--- config.mk ---
export PLATFORM = sky130hd
export DESIGN_NAME = branch_resolver
export DESIGN_NICKNAME = d
export VERILOG_FILES = /design/src/rtl/branch_resolver.sv
export SDC_FILE = /design/constraint.sdc
export NUM_CORES = 1
export LEC_CHECK = 0
export ABC_AREA = 1
export BUFFER_PORTS_ARGS = -buffer_cell sky130_fd_sc_hd__buf_4
export CORE_ASPECT_RATIO = 0.9
export CORE_MARGIN = 5
export CORE_UTILIZATION = 52
export CTS_CLUSTER_DIAMETER = 60
export DETAILED_ROUTE_END_ITERATION = 16
export GPL_ROUTABILITY_DRIVEN = 1
export PLACE_DENSITY = 0.8
export SETUP_SLACK_MARGIN = 0.05
export SLEW_MARGIN = 10
export SYNTH_ARGS = -nofsm -noshare
export SYNTH_HDL_FRONTEND = slang
export SYNTH_SLANG_ARGS = --single-unit
--- constraint.sdc ---
create_clock -name clk -period 1.6 [get_ports clk]
set_input_delay 0 -clock clk [delete_from_list [all_inputs] [get_ports clk]]
set_output_delay 0 -clock clk [all_outputs]
set_load 0.02 [all_outputs]
--- src/rtl/branch_resolver.sv ---
// Condition-evaluation and program-counter unit: registers signed compare flags,
// accepts branches over valid/ready and resolves them against the registered flags.
module branch_resolver #(
  parameter int unsigned   PC_W     = 16,
  parameter logic [PC_W-1:0] RESET_PC = '0
) (
  input  logic            clk,
  input  logic            rst_n,
  input  logic            cmp_valid,
  input  logic [15:0]     cmp_a,
  input  logic [15:0]     cmp_b,
  input  logic            step,
  input  logic            br_valid,
  output logic            br_ready,
  input  logic [2:0]      br_cond,
  input  logic [PC_W-1:0] br_target,
  output logic [PC_W-1:0] pc,
  output logic [3:0]      flags,
  output logic            flags_valid,
  output logic            res_valid,
  output logic            res_taken
);

  localparam int unsigned COND_W = 3;
  localparam int unsigned FLAG_W = 4;

  localparam logic [COND_W-1:0] C_ALWAYS = 3'b000;
  localparam logic [COND_W-1:0] C_EQ     = 3'b001;
  localparam logic [COND_W-1:0] C_NEQ    = 3'b010;
  localparam logic [COND_W-1:0] C_GEQ    = 3'b011;
  localparam logic [COND_W-1:0] C_L      = 3'b100;
  localparam logic [COND_W-1:0] C_GT     = 3'b101;
  localparam logic [COND_W-1:0] C_LE     = 3'b110;
  localparam logic [COND_W-1:0] C_NEVER  = 3'b111;

  typedef enum logic {
    S_IDLE    = 1'b0,
    S_RESOLVE = 1'b1
  } state_e;

  state_e              state_q, state_d;
  logic [PC_W-1:0]     pc_q, pc_d;
  logic [PC_W-1:0]     target_q, target_d;
  logic [COND_W-1:0]   cond_q, cond_d;
  logic [FLAG_W-1:0]   flags_q, flags_d;
  logic                flags_valid_q, flags_valid_d;
  logic                res_valid_q, res_valid_d;
  logic                res_taken_q, res_taken_d;
  logic                ready_q, ready_d;

  logic                eq_c, geq_c;
  logic [FLAG_W-1:0]   cmp_flags_c;
  logic                taken_c;
  logic                needs_flags_c;
  logic [PC_W-1:0]     pc_inc_c;

  // Full signed compare; flag layout is {eq, neq, geq, l}.
  always_comb begin
    eq_c        = (cmp_a == cmp_b);
    geq_c       = ($signed(cmp_a) >= $signed(cmp_b));
    cmp_flags_c = {eq_c, ~eq_c, geq_c, ~geq_c};
  end

  // Evaluate the captured condition against the flags registered this cycle.
  always_comb begin
    taken_c       = 1'b0;
    needs_flags_c = 1'b1;
    case (cond_q)
      C_ALWAYS: begin taken_c = 1'b1; needs_flags_c = 1'b0; end
      C_EQ:     taken_c = flags_q[3];
      C_NEQ:    taken_c = flags_q[2];
      C_GEQ:    taken_c = flags_q[1];
      C_L:      taken_c = flags_q[0];
      C_GT:     taken_c = flags_q[1] & flags_q[2];
      C_LE:     taken_c = flags_q[0] | flags_q[3];
      C_NEVER:  begin taken_c = 1'b0; needs_flags_c = 1'b0; end
      default:  begin taken_c = 1'b0; needs_flags_c = 1'b0; end
    endcase
  end

  assign pc_inc_c = pc_q + PC_W'(1);

  always_comb begin
    state_d       = state_q;
    pc_d          = pc_q;
    target_d      = target_q;
    cond_d        = cond_q;
    flags_d       = flags_q;
    flags_valid_d = flags_valid_q;
    res_valid_d   = 1'b0;
    res_taken_d   = res_taken_q;

    if (cmp_valid) begin
      flags_d       = cmp_flags_c;
      flags_valid_d = 1'b1;
    end

    case (state_q)
      S_IDLE: begin
        if (br_valid) begin
          cond_d   = br_cond;
          target_d = br_target;
          state_d  = S_RESOLVE;
        end else if (step) begin
          pc_d = pc_inc_c;
        end
      end
      S_RESOLVE: begin
        // Conditional codes stall until a compare has ever produced flags.
        if (!(needs_flags_c && !flags_valid_q)) begin
          pc_d        = taken_c ? target_q : pc_inc_c;
          res_valid_d = 1'b1;
          res_taken_d = taken_c;
          state_d     = S_IDLE;
        end
      end
      default: state_d = S_IDLE;
    endcase

    ready_d = (state_d == S_IDLE);
  end

  always_ff @(posedge clk or negedge rst_n) begin
    if (!rst_n) begin
      state_q       <= S_IDLE;
      pc_q          <= RESET_PC;
      target_q      <= '0;
      cond_q        <= '0;
      flags_q       <= '0;
      flags_valid_q <= 1'b0;
      res_valid_q   <= 1'b0;
      res_taken_q   <= 1'b0;
      ready_q       <= 1'b1;
    end else begin
      state_q       <= state_d;
      pc_q          <= pc_d;
      target_q      <= target_d;
      cond_q        <= cond_d;
      flags_q       <= flags_d;
      flags_valid_q <= flags_valid_d;
      res_valid_q   <= res_valid_d;
      res_taken_q   <= res_taken_d;
      ready_q       <= ready_d;
    end
  end

  assign br_ready    = ready_q;
  assign pc          = pc_q;
  assign flags       = flags_q;
  assign flags_valid = flags_valid_q;
  assign res_valid   = res_valid_q;
  assign res_taken   = res_taken_q;

endmodule

==> run metrics <==
Critical Path Start Type flop; synth unique cells 33; Final WS setup 0.0712 ns; dpl ws 0.0101 ns; CTS tree yes; sequential cell area 1110 um^2; WP data arrival 1.77 ns; Synth Area in Simple Gates 30.4%; Achievable Freq 0.654 GHz; top-area cell type share of the netlist area 38.4%; post-synthesis register bit count 44; Final #Nets 545; Worst-path clk slew 0.09 ns; CTS Buffer Depth 2; DP HPWL 5300 um; status completed; Worst Setup SP pc[1]; Post-Synth Adder-Cell Area 7.59%; number of synthesized flops with an enable pin 0; vias per inst 5.20; number of CTS-inserted buffers 5; filler instances 388; post-placement cell count 502; CP required 1.84 ns; core region area 5260 um^2; CTS root buf clkbuf_8; Initial Utilization 53.3%; Avg Inst Size Synth 7.87 um^2; Mapped Area 2800 um^2; Worst Tran Pin Value 0.557 ns; worst-path fanout max 4; total nets after synthesis 429; P_leak 2.11 nW; GR Util All Layers 22.4%; endpoints failing setup 0; multiplexer share of the synthesized area 4.82%; number of global-route vias before repair 2729; final cell count without fillers 540; Clock Latency Late Sink 0.30 ns; fraction of layout cells with a size suffix above 1 33.2%; DRT iter0 DRCs 274; DRT antenna net count 0; Area contributors post-synth dfrtp_1 (38%), nand2_1 (11%), ha_1 (7.6%), inv_1 (7.4%), nand3_1 (7.3%); largest area contributor in the netlist dfrtp_1; largest net degree at the start of global routing 45; WL per Instance 14.3 um; IO Pins 80; Compound-Gate Fraction of Synth Area 5.94%; DR pass1 iterations 5; setup TNS 0 ns; Std-Cell Rows 25; most frequent cells in the layout buf_4 (92), nand2_1 (77), inv_1 (53), dfrtp_1 (39), nand3_1 (37); endpoints failing hold 0; global-route wire length before repair 12400 um; cell count after synthesis 356; port buffer count 79; vias 2807; pwr dens 1630 nW/um^2; Die Ht 79.6 um; grt total ovfl 0; Max-Cap Viols 0; CTS sink cnt 44; Post-Synth XOR/XNOR Area 1.88%; Worst VDD drop 0.00108 V; FFs w/ async S/R, synth 100%; worst hold-check path type primary input to flop; Final Critical Period 1.53 ns; RSZ-0062 raised after global routing true; most common cell after layout, fill and taps aside buf_4; drt total wl 7740 um; Fin Clk Skew 0.00870 ns; initial antenna violation count 0; Die W 87.4 um; final worst-path cycle share 95.6%; ys flop type dfrtp_1; fin. max-slew vios 0; Final Util 75.5%; register area share after synthesis 39.3%; largest family of logic cells by synthesized area simple AND/OR/NAND/NOR gates; DRC 0; Layout area overhead 41.7%; Setup CP Type flop to flop; Placer Congestion 0.841; Ant. Diodes 0; worst reg2reg path startpoint pc[1]; die area 6960 um^2; CP endpoint kind flop; # H-tree levels 2; multi-input logic area 1520 um^2; slew margin rel. 62.9%; hold_sp br_valid; YS warnings 0
-- layer usage --
metal  up-vias  global-route usage [%]  wire length, um
met3        14                    4.23              550
met1      1297                    27.5             3090
li1       1369                       -                -
met4         0                    5.52               90
met2       127                    40.1             4020
met5         -                       0                0
-- cell families after synthesis --
group / after synthesis
AOI/OAI and AO/OA: 26
xor gates and xnor gates: 6
adders and majority gates: 17
buffers and inverters: 66
DFF: 44
muxes: 12
and+or+nand+nor: 185
-- worst paths after layout --
check	cells past startpoint	to	slack [ns]
setup / recovery	10	pc[14]	0.07
hold / removal	3	state_q	0.01
setup reg to reg	10	pc[14]	0.07
hold reg to reg	2	flags_valid	0.50
max in group asynchronous	2	cond_q[1]	0.95
min in group asynchronous	2	res_valid	0.22
-- Yosys cell counts (2+ instances only) --
library cell,count
nand3_1,41
o21ai_2,3
buf_6,3
o21ai_1,5
inv_1,55
a21oi_1,12
xor2_1,6
ha_1,17
buf_2,3
nor3_1,2
o21ai_0,2
nand2_1,82
mux2_2,12
nand4_1,9
buf_4,2
or2_1,6
nand2_2,2
or2_2,4
o211ai_2,2
dfrtp_1,43
nor2_1,33
-- power by group --
group / internal [W] / switching [W] / total, W
registers: 0.00165 / 0.000503 / 0.00215
clock network: 0.000345 / 0.000375 / 0.000720
logic: 0.00156 / 0.00205 / 0.00361
total: 0.00355 / 0.00293 / 0.00648
-- registers in the layout, indices dropped and copies added (netlist names) --
name	count
pc	16
target_q	16
flags	4
cond_q	3
br_ready	1
flags_valid	1
res_taken	1
res_valid	1
state_q	1
-- repair_timing --
item,CTS,global route
hold buffers,21,0
hold endpoints to repair,64,0
pin swaps,1,9
buffers inserted,0,7
cloned,1,1
gates resized for setup,6,21
setup endpoints to repair,5,13
-- final cells by class --
| type | count | share of cell area [%] |
|---|---|---|
| well taps | 67 | 2.11 |
| flip-flops and latches | 44 | 27.9 |
| inverters | 57 | 5.39 |
| repair buffers | 116 | 24.0 |
| multi-input cells | 248 | 38.3 |
| clock inverters | 2 | 0.252 |
| clock buffers | 6 | 2.08 |
-- through the flow --
stage	hold WS (ns)	instance area, um^2	total power [W]
4_1_cts	0.00201	3830	0.00613
6_report	0.0104	3970	0.00648
5_1_grt	0.0179	3970	0.00693
2_1_floorplan	-0.296	2800	0.00418
3_5_place_dp	0.0258	3500	0.00528
3_3_place_gp	0.0203	3500	0.00514
-- critical path, stage by stage, from the launching register on --
cell	delay (ns)
dfrtp_1	0.42
ha_2	0.22
nand2_2	0.07
inv_2	0.08
nand2_4	0.07
inv_2	0.07
nand3_2	0.08
or2_4	0.24
nand3_1	0.07
nand3_1	0.08
nand2_1	0.07
Note: power is estimated with default switching activity, not from simulation.
